`config.mk`:
```
export PLATFORM = sky130hd
export DESIGN_NAME = csr_tx_fifo
export DESIGN_NICKNAME = d
export VERILOG_FILES = /design/src/rtl/csr_tx_fifo.sv
export SDC_FILE = /design/constraint.sdc
export NUM_CORES = 1
export LEC_CHECK = 0
export CAP_MARGIN = 10
export CELL_PAD_IN_SITES_DETAIL_PLACEMENT = 0
export CELL_PAD_IN_SITES_GLOBAL_PLACEMENT = 2
export CORE_MARGIN = 2
export CORE_UTILIZATION = 42
export DETAILED_ROUTE_END_ITERATION = 8
export PLACE_DENSITY = 0.86
export SYNTH_ARGS = -nofsm -noshare
export SYNTH_HDL_FRONTEND = slang
export SYNTH_SLANG_ARGS = --single-unit
```
`constraint.sdc`:
```
create_clock -name sys_clk -period 3 [get_ports sys_clk]
set_clock_uncertainty 0.2 [all_clocks]
set_input_delay 0.3 -clock sys_clk [delete_from_list [all_inputs] [get_ports sys_clk]]
set_output_delay 0.3 -clock sys_clk [all_outputs]
set_load 0.02 [all_outputs]
```
`src/rtl/csr_tx_fifo.sv`:
```
// csr_tx_fifo: CSR-written 16-bit transmit FIFO with a valid/ack stream output
// and a thresholded active-low DMA request.
module csr_tx_fifo #(
   parameter logic [3:0] csr_addr = 4'h0,
   parameter int depth_log2 = 5
) (
   input  logic        sys_clk,
   input  logic        sys_rst,
   input  logic [13:0] csr_adr,
   input  logic        csr_we,
   input  logic [15:0] csr_dat_w,
   output logic [15:0] csr_dat_r,
   output logic        stb,
   input  logic        ack,
   output logic [15:0] data,
   output logic        dmareq_n
);
   localparam int lw = depth_log2 + 1;
   localparam logic [depth_log2:0] full_lvl = {1'b1, {depth_log2{1'b0}}};
   localparam logic [depth_log2:0] half_lvl = {2'b01, {(depth_log2 - 1){1'b0}}};
   logic [15:0] mem [1 << depth_log2];
   logic [depth_log2-1:0] wr_ptr, rd_ptr;
   logic [depth_log2:0] level, thresh, free;
   logic ovf, sel, empty, full, wr_data, wr_ctrl, push, pop, flush, adr_unused;
   logic [15:0] rd_mux;
   assign adr_unused = ^csr_adr[9:2];
   assign sel = csr_adr[13:10] == csr_addr;
   assign wr_data = sel & csr_we & (csr_adr[1:0] == 2'd0);
   assign wr_ctrl = sel & csr_we & (csr_adr[1:0] == 2'd2);
   assign flush = wr_ctrl & csr_dat_w[0];
   assign empty = level == '0;
   assign full = level == full_lvl;
   assign push = wr_data & ~full;
   assign pop = ~empty & ack;
   assign free = full_lvl - level;
   assign stb = ~empty;
   assign data = mem[rd_ptr];
   assign rd_mux = ~sel ? 16'h0 :
                   csr_adr[1:0] == 2'd1 ? 16'(level) :
                   csr_adr[1:0] == 2'd2 ? {13'h0, full, ovf, empty} :
                   csr_adr[1:0] == 2'd3 ? 16'(thresh) : 16'h0;
   // Storage is left unreset so it maps onto RAM primitives.
   always_ff @(posedge sys_clk)
      if (push)
         mem[wr_ptr] <= csr_dat_w;
   always_ff @(posedge sys_clk)
      if (sys_rst) begin
         wr_ptr <= '0;
         rd_ptr <= '0;
         level <= '0;
         ovf <= 1'b0;
         thresh <= half_lvl;
         csr_dat_r <= 16'h0;
         dmareq_n <= 1'b0;
      end else begin
         csr_dat_r <= rd_mux;
         dmareq_n <= ~(free >= thresh);
         if (wr_data & full)
            ovf <= 1'b1;
         else if (wr_ctrl & csr_dat_w[1])
            ovf <= 1'b0;
         if (sel & csr_we & (csr_adr[1:0] == 2'd3))
            thresh <= csr_dat_w[depth_log2:0];
         if (flush) begin
            wr_ptr <= '0;
            rd_ptr <= '0;
            level <= '0;
         end else begin
            wr_ptr <= push ? wr_ptr + depth_log2'(1) : wr_ptr;
            rd_ptr <= pop ? rd_ptr + depth_log2'(1) : rd_ptr;
            level <= level + lw'(push) - lw'(pop);
         end
      end
endmodule

```
==> flow_metrics.tcl, run 1 <==
set metrics [dict create \
    status "complete, but fails checks" \
    violations "negative setup slack" \
    clock_latency_ns 0.59 \
    ys.warnings.count 0 \
    tightest_slew_ns 0.7499 \
    antennaDiodeCount 0 \
    dr.pass1.iters 5 \
    cts_root_buf "clkbuf_16" \
    p_sw_share_pct 24.38 \
    cts.sinks 547 \
    drtAntennaViolNets 0 \
    drv_cap 0 \
    setup_viol 14 \
    whs_ns 0.2950 \
    drv_slew 0 \
    rsz0062_at_grt "yes" \
    htreeDepth 2 \
    grt_pass1_wl_um 73250 \
    dpl-instance-area_um2 24240 \
    worstSetupStartpointType "register" \
    endpoint_kind "output port" \
    drc_errors 0 \
    grt_antenna_before_repair 0 \
    fin_area_um2 26890 \
    p_clk_share_pct 37.0 \
    seq_power_share_pct 45.3 \
    nFillCells 3969 \
    fmax_mhz 326.3 \
    drt-vias-per-instance 5.377 \
    yosysSeqAreaShare_pct 74.22 \
    grt.total_usage_pct 18.54 \
    finalWorstSetupSlack_ns -0.06438 \
    routabilityCongestion 0.7970 \
    tns_ns -0.5745 \
    die_h_um 231.1 \
    layout_common_cells "edfxtp_1 (512), mux2i_1 (139), buf_4 (99), a22oi_1 (67), nor2_1 (66)" \
    design.core.area_um2 51200 \
    synth_ff_type "edfxtp_1" \
    finalHoldViolCount 0 \
    ios 68 \
    synth_seq_cells 547 \
    critPathRequiredTime_ns 2.50 \
    final_layout_size_suffix_gt1_share_pct 28.44 \
    avgRoutedWirePerCell_um 22.82 \
    multi_input_area_um2 5499 \
    fin_nets 1465 \
    synth_edf_count 512 \
    slew_headroom_pct 50.00 \
    synthArstFlopShare_pct 0 \
    crit_arrival_ns 2.56 \
    die_area_um2 53400 \
    synthMuxAreaShare_pct 13.11 \
    yosys.cell_types.count 44 \
    p_comb_share_pct 17.8 \
    core.rowCount 83 \
    synth_area_per_cell_um2 17.94 \
    synth_compound_area_share_pct 4.153 \
    leakagePower_nw 8.698 \
    switching_power_mw 4.554 \
    start_util_pct 42.31 \
    final_common_cell "edfxtp_1" \
    grt_max_degree 45 \
    drt_iter0_drc 1229 \
    die_w_um 231.1 \
    hold_class "in2reg" \
    fin_crit_ns 3.064 \
    ir_drop_v 0.0004817 \
    powerDensity_nw_per_um2 694.7 \
    tritoncts "built" \
    cp_max_fo 8 \
    numCtsBuffers 54 \
    dp_hpwl_um 28550 \
    synth-xor-area-share_pct 0.6470 \
    vias 11463 \
    critPathKind "reg2out" \
    power_mw 18.68 \
    grt_pass1_vias 11635 \
    regArea_um2 16090 \
    grt-ovfl-total 0 \
    numPortBuffers 49 \
    synth_top_family_by_area "multiplexers" \
    clkTransAtPathRegs_ns 0.06 \
    final.period_utilization_pct 102.1 \
    syn_inst 1207 \
    synthSimpleGateAreaFrac_pct 3.570 \
    clk_path_buf_depth 3 \
    pre_cts_slack_ns -0.2115 \
    synthAdderAreaFrac_pct 1.421 \
    drt_wl_total_um 48640 \
    intPower_mw 14.13 \
    postCtsHoldBufs 0 \
    area_growth_pct 24.16 \
    synth_area_um2 21660 \
]
==> power groups by stage <==
| stage | clock network [mW] | logic [mW] | registers (mW) |
|---|---|---|---|
| 4_1_cts | 7.02 | 3.29 | 8.45 |
| 5_1_grt | 7.33 | 3.58 | 8.46 |
| 3_3_place_gp | 0 | 2.81 | 8.61 |
| 6_report | 6.91 | 3.32 | 8.46 |
| 2_1_floorplan | 0 | 1.57 | 8.61 |
| 3_5_place_dp | 0 | 2.84 | 8.61 |
==> stage by stage <==
stage,cells,util (%)
2_1_floorplan,1216,-
3_3_place_gp,2016,47.34
3_5_place_dp,2016,47.34
4_1_cts,2129,52.32
5_1_grt,2132,52.53
6_report,2132,52.53
==> final cells by class <==
cell class	instances	share of cell area (%)
Clock buffer	65	5.295
Clock inverter	36	1.521
Inverter	53	0.7444
Multi-Input combinational cell	543	20.45
Sequential cell	547	59.83
Tap cell	680	3.164
Timing Repair Buffer	208	9.003
==> repair_timing <==
item	4_1_cts	5_1_grt
buffers inserted	15	4
setup endpoints to repair	16	17
pin swaps	11	15
gates resized for setup	195	35
hold endpoints to repair	0	0
cloned	4	0
==> flip-flops by register name (all words and copies together) (netlist names), named ones only <==
register and cells:
thresh 6, rd_ptr 5, wr_ptr 5, csr_dat_r 6, mem 512, dmareq_n 1
level 6, ovf 1
==> cell usage after synthesis (3+ instances only) <==
library cell	count	share of area (%)
xnor2_1	8	0.32
xor2_1	8	0.32
or3b_2	3	0.12
mux2i_1	139	6.4
nand3_1	36	0.83
a22oi_1	67	2.3
a21o_1	3	0.10
clkbuf_1	23	0.40
buf_4	19	0.66
nand2b_1	3	0.087
dfxtp_1	35	3.2
buf_2	28	0.65
a31oi_1	18	0.52
nor2_1	67	1.2
nand3b_1	5	0.17
and2_1	3	0.087
nor2b_1	20	0.58
a21oi_1	17	0.39
ha_1	23	1.3
inv_1	51	0.88
nand4_1	4	0.12
o21ai_0	3	0.069
mux4_2	62	6.4
nand2_1	10	0.17
and3_1	3	0.087
edfxtp_1	512	71
o22ai_1	16	0.46
==> cells by family (layout without fill, tap and decap cells) <==
family | Yosys count | count (layout)
and+or+nand+nor | 159 | 159
buffers and inverters | 126 | 362
adders and majority gates | 24 | 24
xor gates and xnor gates | 16 | 16
AOI/OAI and AO/OA | 131 | 131
muxes | 203 | 203
other | 1 | 10
DFF | 547 | 547
==> final timing paths <==
kind / from / endpoint / slack [ns] / cells after the start
max: register / data[11] / -0.06 / 9
min: sys_rst / thresh[1] / 0.30 / 2
max reg2reg: level[4] / level[4] / 0.23 / 15
min reg2reg: ovf / ovf / 0.30 / 2
==> worst max-delay path: stages, from the launching register on <==
cell	delay, ns
dfxtp_4	0.43
buf_16	0.18
buf_16	0.14
buf_12	0.11
mux4_2	0.49
nor2b_4	0.14
a21oi_2	0.10
buf_4	0.15
nand3_4	0.07
buf_6	0.14
==> routing by layer <==
layer	wire, µm	vias up	GRT usage (%)	part of all wire [%]
met5	0	-	0	0
met4	1124	0	5.504	2.3
met1	21290	5866	26.12	44
met2	23210	386	30.07	48
met3	3023	82	2.719	6.2
li1	-	5129	-	-
Power figures use the tool's default switching activity.
==> run 2, diff against run 1 <==
- CORE_ASPECT_RATIO: not set -> 1.5
==> flow_metrics.tcl, run 2 (same netlist as run 1, synthesis figures left out) <==
set metrics [dict create \
    status "complete, but fails checks" \
    violations "negative setup slack" \
    die_area_um2 53440 \
    cts.sinks 547 \
    pre_cts_slack_ns -0.1808 \
    design.core.area_um2 50800 \
    drc_errors 0 \
    numPortBuffers 49 \
    critPathRequiredTime_ns 2.50 \
    die_h_um 282.1 \
    rsz0062_at_grt "yes" \
    final_cells 2104 \
    drt_wl_total_um 49120 \
    layout_common_cells "edfxtp_1 (512), mux2i_1 (139), buf_4 (93), a22oi_1 (67), nor2_1 (66)" \
    avgRoutedWirePerCell_um 23.35 \
    area_growth_pct 22.24 \
    tns_ns -0.1672 \
    dr.pass1.iters 4 \
    hold_path_startpoint "ovf" \
    clkTransAtPathRegs_ns 0.07 \
    largest_register_ffs 512 \
    grt_pass1_wl_um 73110 \
    worstHoldEndpoint "ovf" \
    start_util_pct 42.64 \
    final.period_utilization_pct 102.0 \
    leakagePower_nw 8.522 \
    core.rowCount 101 \
    finalWorstSetupSlack_ns -0.05858 \
    ir_drop_v 0.0005759 \
    p_clk_share_pct 34.7 \
    drt-vias-per-instance 5.344 \
    fmax_mhz 326.9 \
    grt-ovfl-total 0 \
    r2r_start "level[2]" \
    dp_hpwl_um 29530 \
    powerDensity_nw_per_um2 682.5 \
    worstSetupStartpointType "register" \
    numCtsBuffers 48 \
    final_layout_size_suffix_gt1_share_pct 25.99 \
    postCtsHoldBufs 0 \
    regMostFlops "mem" \
    p_sw_share_pct 24.64 \
    cp_max_fo 5 \
    drt_iter0_drc 876 \
    ff2ff_path_depth 15 \
    seq_power_share_pct 46.7 \
    fin_crit_ns 3.059 \
    dpl-instance-area_um2 24090 \
    clk_path_buf_depth 3 \
    crit_arrival_ns 2.56 \
    r2r_slack_ns 0.23 \
    cts_root_buf "clkbuf_16" \
    vias 11243 \
    intPower_mw 13.62 \
    rr_endpoint "level[4]" \
    routabilityCongestion 0.8120 \
    p_comb_share_pct 18.6 \
    fin_nets 1454 \
    tritoncts "built" \
    dp_cells 1987 \
    switching_power_mw 4.452 \
    final_common_cell "edfxtp_1" \
    finalHoldViolCount 0 \
    critPathKind "reg2out" \
    grt.total_usage_pct 18.58 \
    drv_slew 0 \
    finalCoreUtilization_pct 52.12 \
    clock_latency_ns 0.56 \
    grt_antenna_before_repair 0 \
    htreeDepth 2 \
    drv_cap 0 \
    ios 68 \
    grt_pass1_vias 11802 \
    hold_class "reg2reg" \
    setup_viol 6 \
    endpoint_kind "output port" \
    drtAntennaViolNets 0 \
    fin_area_um2 26480 \
    die_w_um 189.4 \
    grt_max_degree 42 \
    hold_path_depth 2 \
    antennaDiodeCount 0 \
]
-- run 2: worst max-delay path by stage --
stage | start | endpoint | depth (start not counted)
after floorplan | level[1] | level[4] | 15
final | register | data[6] | 10
after CTS | register | data[6] | 10
after global routing | register | data[6] | 10
after global placement | csr_adr[11] | level[4] | 14
after detailed placement | csr_adr[11] | level[4] | 14
-- run 2: worst max-delay path, stage by stage, from the launching register on --
cell and delay, ns:
dfxtp_4 0.39, buf_12 0.14, buf_8 0.12, buf_6 0.10, mux4_2 0.49, inv_2 0.09
o22ai_4 0.07, a31oi_1 0.16, buf_4 0.20, nand3_4 0.10, buf_6 0.15
-- run 2: repair_timing --
item | 4_1_cts | 5_1_grt
gates cloned | 4 | 0
pin swaps | 7 | 3
setup buffers | 27 | 1
setup endpoints to repair | 16 | 17
endpoints found under the hold margin | 0 | 0
gates resized for setup | 161 | 32
-- run 2: layout make-up --
cell class / count / area (µm²)
Multi-Input combinational cell: 543 / 5363
Clock inverter: 28 / 281.5
Sequential cell: 547 / 16080
Clock buffer: 61 / 1334
Tap cell: 669 / 837.1
Inverter: 53 / 201.4
Timing Repair Buffer: 203 / 2377
Fill cell: 3997 / 24320
-- run 2: routing by layer --
metal / vias up / part of all wire, % / GRT usage (%) / wire length (µm)
met4: 0 / 4.4 / 8.090 / 2174
met2: 316 / 53 / 34.29 / 26170
li1: 5108 / - / - / -
met3: 85 / 4.2 / 1.985 / 2057
met5: - / 0 / 0 / 0
met1: 5734 / 38 / 21.91 / 18720
-- run 2: power by group through the flow --
stage               combinational, mW  clock (mW)  sequential, mW
finish                           3.37        6.27            8.43
floorplan                        1.57           0            8.61
global route                     3.60        6.66            8.43
detailed placement               2.94           0            8.60
CTS                              3.34        6.39            8.43
global placement                 2.92           0            8.59
-- run 2: per-stage QoR --
stage,power [mW],hold WS (ns)
final,18.07,0.3089
after global routing,18.69,0.3436
after CTS,18.16,0.3036
after detailed placement,11.53,0.2916
after global placement,11.51,0.2839
after floorplan,10.18,0.1989
==> run 3, diff against run 2 <==
- CORE_UTILIZATION: 42 -> 38
- PLACE_DENSITY: 0.86 -> 0.8
==> flow_metrics.tcl, run 3 (same netlist as run 1, synthesis figures left out) <==
set metrics [dict create \
    ff2ff_path_depth 15 \
    avgRoutedWirePerCell_um 22.51 \
    numPortBuffers 49 \
    clk_path_buf_depth 3 \
    violations "negative setup slack" \
    fin_nets 1440 \
    crit_arrival_ns 2.55 \
    critPathRequiredTime_ns 2.50 \
    rsz0062_at_grt "yes" \
    postCtsHoldBufs 0 \
    drc_errors 0 \
    tns_ns -0.1483 \
    r2r_slack_ns 0.21 \
    layout_common_cells "edfxtp_1 (512), mux2i_1 (139), buf_4 (77), a22oi_1 (67), nor2_1 (66)" \
    switching_power_mw 4.443 \
    die_w_um 198.9 \
    worstSetupStartpointType "register" \
    critPathKind "reg2out" \
    cts_root_buf "clkbuf_16" \
    finalWorstSetupSlack_ns -0.05145 \
    dr.pass1.iters 7 \
    slew_headroom_pct 58.47 \
    drtAntennaViolNets 0 \
    ios 68 \
    status "complete, but fails checks" \
    setup.worst_path.end "data[1]" \
    hold_class "reg2reg" \
    setup_viol 9 \
    die_area_um2 58960 \
    clock_latency_ns 0.56 \
    cp_max_fo 7 \
    numCtsBuffers 47 \
    endpoint_kind "output port" \
    area_growth_pct 22.37 \
    grt.total_usage_pct 16.75 \
    tightest_slew_ns 0.6211 \
    vias 11244 \
    antennaDiodeCount 0 \
    rr_endpoint "level[4]" \
    dp_hpwl_um 29710 \
    core.rowCount 107 \
    finalHoldViolCount 0 \
    final.period_utilization_pct 101.7 \
    drt_iter0_drc 916 \
    grt_pass1_vias 11584 \
    grt-ovfl-total 0 \
    finalCoreUtilization_pct 46.80 \
    die_h_um 296.4 \
    grt_antenna_before_repair 0 \
    fin_crit_ns 3.051 \
    p_comb_share_pct 18.1 \
    fmax_mhz 327.7 \
    regMostFlops "mem" \
    final_layout_size_suffix_gt1_share_pct 25.33 \
    cts.sinks 547 \
    clkTransAtPathRegs_ns 0.06 \
    p_sw_share_pct 24.48 \
    largest_register_ffs 512 \
    grt_max_degree 48 \
    dpl-instance-area_um2 24320 \
    drv_cap 0 \
    start_util_pct 38.25 \
    tritoncts "built" \
    pre_cts_slack_ns -0.1520 \
    design.core.area_um2 56630 \
    drt_wl_total_um 49160 \
    power_mw 18.15 \
    seq_power_share_pct 46.6 \
    hold_path_depth 2 \
    drv_slew 0 \
    ir_drop_v 0.0004692 \
    drt-vias-per-instance 5.148 \
    grt_pass1_wl_um 72580 \
    leakagePower_nw 8.452 \
    intPower_mw 13.71 \
    routabilityCongestion 0.7947 \
    r2r_start "level[4]" \
    p_clk_share_pct 35.3 \
    final_common_cell "edfxtp_1" \
    htreeDepth 2 \
    fin_area_um2 26510 \
    powerDensity_nw_per_um2 684.8 \
]
run 3: cell types whose count changed in the layout (fill, tap and decap cells not counted), sizes merged:
cell,change
clkbuf,-2
bufbuf,-1
clkinv,-5
inv,+4
bufinv,+4
buf,-14
run 3: final cells by class:
type / instances / area (µm²)
Fill cell: 4686 / 30130
Sequential cell: 547 / 16080
Multi-Input combinational cell: 543 / 5291
Timing Repair Buffer: 190 / 2351
Clock buffer: 57 / 1224
Tap cell: 763 / 954.7
Clock inverter: 31 / 401.6
Inverter: 53 / 198.9
run 3: power by group through the flow:
stage	registers, mW	clock network (mW)	logic (mW)
2_1_floorplan	8.61	0	1.57
3_3_place_gp	8.62	0	2.95
3_5_place_dp	8.62	0	2.97
4_1_cts	8.45	6.53	3.31
5_1_grt	8.46	6.78	3.52
6_report	8.46	6.40	3.29
run 3: critical path, cell delays in order, from the launching register on:
cell and delay [ns]:
dfxtp_4 0.46, buf_12 0.15, buf_12 0.12, mux4_2 0.50, inv_2 0.07, o22ai_2 0.08, a31oi_2 0.21, buf_4 0.20
nand3_4 0.08, buf_6 0.14
run 3: what timing repair did:
item	4_1_cts	5_1_grt
buffers inserted	6	3
setup endpoints to repair	16	17
gates resized for setup	150	33
gates cloned	3	2
endpoints found under the hold margin	0	0
pin swaps	3	6
run 3: worst min path at each step:
stage / start / slack (ns) / endpoint
3_5_place_dp: ovf / 0.29 / ovf
6_report: ovf / 0.30 / ovf
3_3_place_gp: ovf / 0.28 / ovf
2_1_floorplan: csr_dat_w[0] / 0.20 / mem[0][0]
5_1_grt: ovf / 0.32 / ovf
4_1_cts: ovf / 0.30 / ovf
run 3: routing by layer:
layer | wire length [µm] | global-route usage [%] | vias to the layer above
met4 | 2206 | 7.444 | 0
met2 | 25430 | 29.92 | 277
met3 | 2038 | 1.950 | 88
met1 | 19480 | 20.33 | 5806
met5 | 0 | 0 | -
li1 | - | - | 5073
run 3: metrics by stage:
stage | std cells | hold slack [ns]
after CTS | 2182 | 0.2966
after global routing | 2184 | 0.3200
final | 2184 | 0.2986
after global placement | 2085 | 0.2752
after detailed placement | 2085 | 0.2858
after floorplan | 1216 | 0.1989
